File: src/rtl/tpiu_pkg.sv
`default_nettype none
// ------------------------------------------------------------------
// tpiu_pkg : shared TPIU sync constants and frame-sync state type
// rev 1.0
// ------------------------------------------------------------------
package tpiu_pkg;

  localparam logic [31:0] TPIU_FULL_SYNC = 32'h7FFF_FFFF;
  localparam logic [15:0] TPIU_HALF_SYNC = 16'h7FFF;
  localparam int          FRAME_BYTES    = 16;
  localparam int          POS_W          = $clog2(FRAME_BYTES);
  localparam logic [POS_W-1:0] LAST_POS  = POS_W'(FRAME_BYTES - 1);

  typedef enum logic [0:0] {
    HUNT   = 1'b0,
    LOCKED = 1'b1
  } tpiu_state_e;

endpackage
`default_nettype wire

File: src/rtl/tpiu_nibble_window.sv
`default_nettype none
// ------------------------------------------------------------------
// tpiu_nibble_window : 8-deep tagged nibble shift register with sync compares
// rev 1.0
// ------------------------------------------------------------------
module tpiu_nibble_window
  import tpiu_pkg::*;
(
  input  logic       trace_clk,
  input  logic       reset,
  input  logic       shift_en,
  input  logic [3:0] nibble_in,
  input  logic [7:0] clear_mask,
  output logic [3:0] tail_nibble,
  output logic       tail_valid,
  output logic       full_match,
  output logic       half_match
);

  // Head nibble lives in win_q[31:28], tail in win_q[3:0].
  logic [31:0] win_q, win_d;
  logic [7:0]  vld_q, vld_d;

  always_comb begin
    win_d = win_q;
    vld_d = vld_q;
    if (!shift_en) begin
      vld_d = '0;
    end else begin
      win_d = {nibble_in, win_q[31:4]};
      vld_d = {1'b1, vld_q[7:1] & ~clear_mask[7:1]};
    end
  end

  always_ff @(posedge trace_clk) begin
    if (reset) begin
      win_q <= '0;
      vld_q <= '0;
    end else begin
      win_q <= win_d;
      vld_q <= vld_d;
    end
  end

  // The exiting nibble is live only if this edge is not squashing it.
  assign tail_nibble = win_q[3:0];
  assign tail_valid  = vld_q[0] & ~clear_mask[0];
  assign full_match  = (win_q == TPIU_FULL_SYNC) && (&vld_q);
  assign half_match  = (win_q[15:0] == TPIU_HALF_SYNC) && (&vld_q[3:0]);

endmodule
`default_nettype wire

File: src/rtl/tpiu_frame_sync.sv
`default_nettype none
// ------------------------------------------------------------------
// tpiu_frame_sync : TPIU full-sync lock, padding squash, byte/frame assembly
// rev 1.0
// ------------------------------------------------------------------
module tpiu_frame_sync
  import tpiu_pkg::*;
#(
  parameter int unsigned pCNT_WIDTH     = 16,
  parameter bit          pDROP_HALFSYNC = 1'b1
) (
  input  logic                  trace_clk,
  input  logic                  reset,
  input  logic                  I_enable,
  input  logic [3:0]            I_trace_data,
  input  logic                  I_clear_counts,
  output logic [7:0]            O_data,
  output logic                  O_data_valid,
  output logic                  O_frame_start,
  output logic [3:0]            O_frame_pos,
  output logic                  O_locked,
  output logic [pCNT_WIDTH-1:0] O_sync_count,
  output logic [pCNT_WIDTH-1:0] O_err_count
);

  tpiu_state_e state_q, state_d;

  logic [3:0]       tail_nibble;
  logic             tail_valid, full_match, half_match;
  logic             w_full, w_half, w_take, w_misaligned;
  logic [7:0]       w_clear_mask;
  logic             locked;

  logic             phase_q, phase_d;
  logic [3:0]       low_q, low_d;
  logic [POS_W-1:0] pos_q, pos_d;

  logic             s1_vld_q, s1_vld_d;
  logic [7:0]       s1_data_q, s1_data_d;
  logic [POS_W-1:0] s1_pos_q, s1_pos_d;

  logic             out_vld_q, out_vld_d;
  logic [7:0]       out_data_q, out_data_d;
  logic [POS_W-1:0] out_pos_q, out_pos_d;
  logic             out_start_q, out_start_d;

  logic [pCNT_WIDTH-1:0] sync_cnt_q, sync_cnt_d;
  logic [pCNT_WIDTH-1:0] err_cnt_q, err_cnt_d;

  tpiu_nibble_window u_window (
    .trace_clk   (trace_clk),
    .reset       (reset),
    .shift_en    (I_enable),
    .nibble_in   (I_trace_data),
    .clear_mask  (w_clear_mask),
    .tail_nibble (tail_nibble),
    .tail_valid  (tail_valid),
    .full_match  (full_match),
    .half_match  (half_match)
  );

  // Full sync outranks halfword sync; both squash the exiting tail nibble.
  always_comb begin
    w_full       = I_enable & full_match;
    w_half       = pDROP_HALFSYNC & I_enable & (state_q == LOCKED) & half_match
                   & ~phase_q & ~pos_q[0] & ~w_full;
    w_clear_mask = w_full ? 8'hFF : (w_half ? 8'h0F : 8'h00);
    w_take       = I_enable & (state_q == LOCKED) & tail_valid;
    w_misaligned = (state_q == LOCKED) & (phase_q | (pos_q != '0));
  end

  always_ff @(posedge trace_clk) begin
    if (reset) state_q <= HUNT;
    else       state_q <= state_d;
  end

  always_comb begin
    state_d = state_q;
    if (!I_enable)   state_d = HUNT;
    else if (w_full) state_d = LOCKED;
  end

  always_comb begin
    locked = (state_q == LOCKED);
  end

  always_comb begin
    phase_d   = phase_q;
    low_d     = low_q;
    pos_d     = pos_q;
    s1_vld_d  = 1'b0;
    s1_data_d = s1_data_q;
    s1_pos_d  = s1_pos_q;
    if (!I_enable || w_full) begin
      phase_d = 1'b0;
      pos_d   = '0;
    end else if (w_take) begin
      if (!phase_q) begin
        low_d   = tail_nibble;
        phase_d = 1'b1;
      end else begin
        s1_vld_d  = 1'b1;
        s1_data_d = {tail_nibble, low_q};
        s1_pos_d  = pos_q;
        pos_d     = (pos_q == LAST_POS) ? '0 : pos_q + POS_W'(1);
        phase_d   = 1'b0;
      end
    end
  end

  // Extra register stage gives the fixed nine-edge latency.
  always_comb begin
    out_vld_d  = I_enable & s1_vld_q;
    out_data_d = out_data_q;
    out_pos_d  = out_pos_q;
    if (out_vld_d) begin
      out_data_d = s1_data_q;
      out_pos_d  = s1_pos_q;
    end
    out_start_d = out_vld_d & (s1_pos_q == '0);
  end

  always_comb begin
    sync_cnt_d = sync_cnt_q;
    err_cnt_d  = err_cnt_q;
    if (I_clear_counts) begin
      sync_cnt_d = '0;
      err_cnt_d  = '0;
    end else if (w_full) begin
      if (sync_cnt_q != '1)                sync_cnt_d = sync_cnt_q + pCNT_WIDTH'(1);
      if (w_misaligned && err_cnt_q != '1) err_cnt_d  = err_cnt_q + pCNT_WIDTH'(1);
    end
  end

  always_ff @(posedge trace_clk) begin
    if (reset) begin
      phase_q     <= 1'b0;
      low_q       <= '0;
      pos_q       <= '0;
      s1_vld_q    <= 1'b0;
      s1_data_q   <= '0;
      s1_pos_q    <= '0;
      out_vld_q   <= 1'b0;
      out_data_q  <= '0;
      out_pos_q   <= '0;
      out_start_q <= 1'b0;
      sync_cnt_q  <= '0;
      err_cnt_q   <= '0;
    end else begin
      phase_q     <= phase_d;
      low_q       <= low_d;
      pos_q       <= pos_d;
      s1_vld_q    <= s1_vld_d;
      s1_data_q   <= s1_data_d;
      s1_pos_q    <= s1_pos_d;
      out_vld_q   <= out_vld_d;
      out_data_q  <= out_data_d;
      out_pos_q   <= out_pos_d;
      out_start_q <= out_start_d;
      sync_cnt_q  <= sync_cnt_d;
      err_cnt_q   <= err_cnt_d;
    end
  end

  assign O_data        = out_data_q;
  assign O_data_valid  = out_vld_q;
  assign O_frame_start = out_start_q;
  assign O_frame_pos   = out_pos_q;
  assign O_locked      = locked;
  assign O_sync_count  = sync_cnt_q;
  assign O_err_count   = err_cnt_q;

endmodule
`default_nettype wire

File: config.mk
export PLATFORM = sky130hd
export DESIGN_NAME = tpiu_frame_sync
export DESIGN_NICKNAME = d
export VERILOG_FILES = /design/src/rtl/tpiu_pkg.sv /design/src/rtl/tpiu_nibble_window.sv /design/src/rtl/tpiu_frame_sync.sv
export SDC_FILE = /design/constraint.sdc
export NUM_CORES = 1
export LEC_CHECK = 0
export CAP_MARGIN = 10
export CORE_MARGIN = 5
export CORE_UTILIZATION = 40
export CTS_BUF_LIST = sky130_fd_sc_hd__clkbuf_4
export DETAILED_ROUTE_END_ITERATION = 8
export GPL_TIMING_DRIVEN = 0
export SETUP_SLACK_MARGIN = 0.2
export SLEW_MARGIN = 20
export SYNTH_ARGS = -nofsm -noshare
export SYNTH_HDL_FRONTEND = slang
export SYNTH_SLANG_ARGS = --single-unit
File: constraint.sdc
create_clock -name trace_clk -period 2 [get_ports trace_clk]
set_input_delay 0.3 -clock trace_clk [delete_from_list [all_inputs] [get_ports trace_clk]]
set_output_delay 0.3 -clock trace_clk [all_outputs]
set_load 0.01 [all_outputs]
# After elaboration in Yosys (flattened, before gate mapping)
# Index checks and enable logic that the tools add are counted.
# word_totals
input_bits	8
reg_bits	109
output_inout_bits	47
elab_cells	69
# classes
bitwise	21
reduce_logical	18
add_sub_neg	3
muxes	6
n_eq_ne	5
# op_table
op	count
16-bit by 1-bit adder with 16-bit output (second input constant)	2
32-bit by 31-bit equality test with 1-bit output (second input constant)	1
16-bit inequality test (second input constant)	2
16-bit by 15-bit equality test with 1-bit output (second input constant)	1
8-bit two-way mux	2
1-bit AND	11
4-bit two-way mux	2
8-bit AND reduction	1
7-bit AND	1
1-bit NOT	7
7-bit NOT	1
2-bit AND reduction	3
3-bit AND reduction	2
2-bit OR reduction	3
4-bit by 1-bit adder with 4-bit output (second input constant)	1
4-bit equality test (second input constant)	1
4-bit logical NOT	1
4-bit AND reduction	1
4-bit nonzero test	1
1-bit logical AND	3
3-bit OR reduction	1
1-bit two-way mux	2
1-bit logical NOT	1
1-bit logical OR	1
1-bit bitwise OR	1

# Logic depth before layout (Yosys ltp)
# Gate-level depths: netlist (run 1).
# depth
ltp_word	13
depth_mapped	9
mapped_depth_nobuf	7

# By module
# Synthesis (run 1) repeated with hierarchy kept, for this count alone.
# hier_totals
cells_unflattened	495
area_unflattened_um2	4455.5
# by_module_without_submodules
mod	area_each_um2	cells_each	n_inst	seq_area_each_um2
tpiu_frame_sync	2971.6	353	1	1381.3
tpiu_nibble_window	1483.9	142	1	800.8

# Least setup slack after synthesis (run 1)
# OpenSTA, ideal clock, no wires.
# synth_path
path_kind	reg-to-reg
start	register sync_cnt_q[2] (netlist: O_sync_count[2])
end	register sync_cnt_q[13] (netlist: O_sync_count[13])
arrival_time_ns	1.898
n_path_buf	1
required_ns	1.930
synth_period_minus_slack_ns	1.968
path_slack_ns	0.032
stages_incl_launch_ff	7
setup_time_ns	0.070
path_cell_list	dfxtp_1 and4_1 buf_6 and2_4 or4b_4 or4_1 a21oi_1
# synth_between
elab_chain_len	2
elab_cells_between_ends	3
classes_between	add/sub (1); eq/ne (1); reduce/logical (1)
# synth_rtl
item	line_no	rtl
start, declared	tpiu_frame_sync.sv:47	logic [pCNT_WIDTH-1:0] sync_cnt_q, sync_cnt_d;
start signal, assigned	tpiu_frame_sync.sv:160	sync_cnt_q <= sync_cnt_d;
branches (longest 2 deep; another with 16-bit by 1-bit adder with 16-bit output)	n/a	
# Several ways; the timed one is not identified.
# A chain may end at the register's enable or synchronous reset.

# Worst setup path after layout (run 1)
# layout_path
start	register u_window.win_q[31]
end	register u_window.vld_q[6]
# layout_between
elab_chain_len	6
# layout_rtl
item	line_no	rtl
start, declared	tpiu_nibble_window.sv:21	logic [31:0] win_q, win_d;
start signal, assigned	tpiu_nibble_window.sv:40	win_q <= win_d;
32-bit by 31-bit equality test with 1-bit output	tpiu_nibble_window.sv:48	assign full_match = (win_q == TPIU_FULL_SYNC) && (&vld_q);
1-bit logical AND	tpiu_nibble_window.sv:48	
1-bit AND	tpiu_frame_sync.sv:64	w_full = I_enable & full_match;
8-bit two-way mux	tpiu_frame_sync.sv:67	w_clear_mask = w_full ? 8'hFF : (w_half ? 8'h0F : 8'h00);
7-bit NOT	tpiu_nibble_window.sv:31	vld_d = {1'b1, vld_q[7:1] & ~clear_mask[7:1]};
7-bit AND	tpiu_nibble_window.sv:31	
end signal, assigned	tpiu_nibble_window.sv:41	vld_q <= vld_d;
end, declared	tpiu_nibble_window.sv:22	logic [7:0] vld_q, vld_d;
# No other way between the ends.

==> results.py, run 1 <==
metrics = {
    "outcome": {
        "outcome": "finished, violations left",
        "violations": "setup timing",
    },
    "sta": {
        "fmax_mhz": 470,
        "finalSetupViolCount": 36,
        "tns_ns": -1.94,
        "fin_skew_ns": 0.0242,
        "max-slew-margin-rel": 0.519,
        "hold_ws_ns": 0.416,
        "period_share": 1.06,
        "worst_pin_slew_ns": 0.721,
        "finalWorstSetupSlack_ns": -0.126,
        "rsz0062_at_grt": "true",
        "hold_viol_final": 0,
        "slew_viol_final": 0,
        "fin_crit_ns": 2.13,
    },
    "logic_synthesis": {
        "synth-seq-area-share": 0.468,
        "synth_commonest_cells": "dfxtp_1, nor2_1, a21oi_1",
        "synth_top_area_cell": "dfxtp_1",
        "yosysWarnings": 0,
        "synth.avg_cell_area_um2": 8.91,
        "synthCells": 523,
        "ys_types": 48,
        "synth_ff_type": "dfxtp_1",
        "syn-num-nets": 535,
        "synth_seq_cells": 109,
        "synth.most_common_cell": "dfxtp_1",
        "yosysTopAreaCellShare": 0.468,
        "synth_area_leaders": "dfxtp_1, mux2i_1, a21oi_1, nor2_1, or4_1",
        "synth-async-reset-ratio": 0,
        "synth_edf_count": 0,
        "netlist_area_mm2": 0.00466,
    },
    "clock_tree": {
        "clk_pin_slew_ns": 0.16,
        "cts_tree": "yes",
        "root_buffer": "clkbuf_4",
        "clock-sinks": 109,
        "cts_buffers": 9,
        "clk_latency_ns": 0.47,
        "clock_path_buffers": 2,
        "postCtsHoldBufs": 0,
        "htree_levels": 3,
    },
    "drt": {
        "drt_iter0_drc": 290,
        "remaining_drc_errors": 0,
        "viasPerCell": 5.50,
        "route.met2.wl_mm": 6.08,
        "post_drt_wl_per_cell_um": 16.2,
        "drtAntennaViolNets": 0,
        "wl_met1_mm": 5.97,
        "first_pass_iters": 4,
        "dr_wl_met3_um": 485,
        "top_layer": "met4",
        "routed_wl_mm": 12.8,
        "vias": 4321,
    },
    "global_routing": {
        "grt-ovfl-total": 0,
        "grt_pass1_vias": 3910,
        "grt_max_degree": 19,
        "antenna_found_initial": 1,
        "grt_pass1_wl_mm": 19.4,
        "grt_usage": 0.165,
    },
    "critical_path": {
        "slowest_delay_ns": 0.54,
        "path_max_fanout": 5,
        "worst_ep_arrival_time_ns": 2.49,
        "crit_type": "reg -> reg",
        "reg2reg_from": "u_window.win_q[31]",
        "cpLargestDelayFamily": "simple AND/OR/NAND/NOR gates",
        "crit_start": "u_window.win_q[31]",
        "cp-end-kind": "flip-flop",
        "critPathBufInv": 2,
        "startpoint_type": "flip-flop",
        "critPathRequiredTime_ns": 2.36,
        "crit_path_top_delay_cell": "or4_4",
        "crit_chain": "nand4b_1, buf_4, or4_4, nor3_4, buf_6, a21oi_4, and2_1",
    },
    "placement": {
        "placed_cells": 720,
        "io_buffers": 54,
        "gp_congestion": 0.803,
        "dp_hpwl_mm": 8.15,
        "placed_area_mm2": 0.00544,
    },
    "floorplanning": {
        "fp.coreArea_mm2": 0.0114,
        "die_y_um": 118,
        "fp.dieW_um": 118,
        "fp-row-count": 39,
        "start_util": 0.408,
        "die-area_mm2": 0.0139,
        "ioPinCount": 55,
    },
    "cells_and_area": {
        "drive_gt1_frac": 0.349,
        "nets": 649,
        "area_delta_synth_final_pct": 41.7,
        "final_cells": 786,
        "fin_area_mm2": 0.00660,
    },
    "hold_path": {
        "hold_start": "I_trace_data[1]",
        "hold_class": "in -> reg",
    },
    "pwr": {
        "p_leak_uw": 0.00236,
        "p_per_area_mw_per_mm2": 525,
        "max-vdd-ir-drop_v": 0.000309,
    },
    "flow_run": {
        "cap_violations": 0,
    },
}
-- where the power goes --
| part | internal, uW | switching, uW | total (uW) |
|---|---|---|---|
| sequential | 2170 | 9.32 | 2180 |
| clock | 409 | 751 | 1160 |
| combinational | 52.1 | 75.5 | 128 |
| total | 2630 | 836 | 3470 |
-- sequential cells by signal, indices dropped and copies added, names as in the netlist, 4 cells and up --
name,cells
O_data,8
O_err_count,16
pos_q,4
u_window.vld_q,8
O_frame_pos,4
s1_data_q,8
low_q,4
O_sync_count,16
s1_pos_q,4
u_window.win_q,32
-- layout make-up --
class / instances / area, um^2
fillers: 1029 / 4820
multi-input cells: 375 / 2800
flip-flops and latches: 109 / 2270
repair buffers: 103 / 962
plain buffers: 30 / 211
well taps: 143 / 179
clock buffers: 10 / 75.1
clock inverters: 6 / 68.8
inverters: 9 / 33.8
diodes: 1 / 2.50
-- cell families (layout without fill, tap and decap cells) --
kind of cell	Yosys count	in the layout	share of synthesized area
fa+ha+maj	4	4	0.0107
buf+inv	39	158	0.0371
xor+xnor	1	1	0.00188
other cells	0	1	0
mux	38	38	0.0817
simple gates	232	232	0.267
flops	109	109	0.468
compound gates	100	100	0.133
-- what timing repair did --
action / in CTS / in global routing
pin swaps: 40 / 52
setup buffers: 21 / 23
resized for setup: 53 / 152
endpoints found under the setup margin: 63 / 69
cloned: 0 / 5
-- worst register-to-register path: stages (launching register included) --
cell and delay, ns:
dfxtp_2 0.36, nand4b_1 0.24, buf_4 0.19, or4_4 0.54, nor3_4 0.31, buf_6 0.16, a21oi_4 0.07, and2_1 0.16
-- metal layers --
metal	vias to the layer above	GRT usage
met3	19	0.0259
met4	0	0.0659
met1	2095	0.227
li1	2127	-
met5	-	0
met2	80	0.258
-- layout by cell type, fill, tap and decap left out, types with 10 or more instances in the layout --
cell type and count:
or4_4 19, dfxtp_2 34, dfxtp_1 63, dfxtp_4 12
mux2i_1 38, buf_6 22, nand2b_1 21, nand3_1 14
buf_4 36, nand4_1 17, nor2_1 49, a21oi_2 26
clkbuf_4 11, a21oi_1 28, clkdlybuf4s50_1 49, o31ai_1 10
nand2_1 44
-- stage by stage --
| stage | total power [uW] | util | setup slack, ns |
|---|---|---|---|
| 2_1_floorplan | 2310 | - | 0.138 |
| 3_3_place_gp | 2350 | 0.477 | -0.385 |
| 3_5_place_dp | 2350 | 0.477 | -0.437 |
| 4_1_cts | 3500 | 0.513 | -0.0212 |
| 5_1_grt | 3600 | 0.578 | -0.192 |
| 6_report | 3470 | 0.578 | -0.126 |
-- worst paths after layout --
check / end / slack (ns) / depth (start not counted)
worst min register to register: O_data[0] / 0.46 / 2
worst max register to register: u_window.vld_q[6] / -0.13 / 7
worst min-delay path: u_window.win_q[29] / 0.42 / 3
worst max-delay path: u_window.vld_q[6] / -0.13 / 7
(Power assumes the default switching activity.)
==> inputs of run 2 (changes only) <==
--- a/config.mk
+++ b/config.mk
@@ -12,7 +12,6 @@
 export DETAILED_ROUTE_END_ITERATION = 8
 export GPL_TIMING_DRIVEN = 0
 export SETUP_SLACK_MARGIN = 0.2
-export SLEW_MARGIN = 20
 export SYNTH_ARGS = -nofsm -noshare
 export SYNTH_HDL_FRONTEND = slang
 export SYNTH_SLANG_ARGS = --single-unit
==> results of run 2 <==
The final DEF is identical to that of run 1; final timing and power are the same.
==> inputs of run 3 (changes only) <==
--- a/config.mk
+++ b/config.mk
@@ -9,6 +9,7 @@
 export CORE_MARGIN = 5
 export CORE_UTILIZATION = 40
 export CTS_BUF_LIST = sky130_fd_sc_hd__clkbuf_4
+export CTS_CLUSTER_DIAMETER = 40
 export DETAILED_ROUTE_END_ITERATION = 8
 export GPL_TIMING_DRIVEN = 0
 export SETUP_SLACK_MARGIN = 0.2
==> results of run 3 <==
The final DEF is identical to that of run 1; final timing and power are the same.
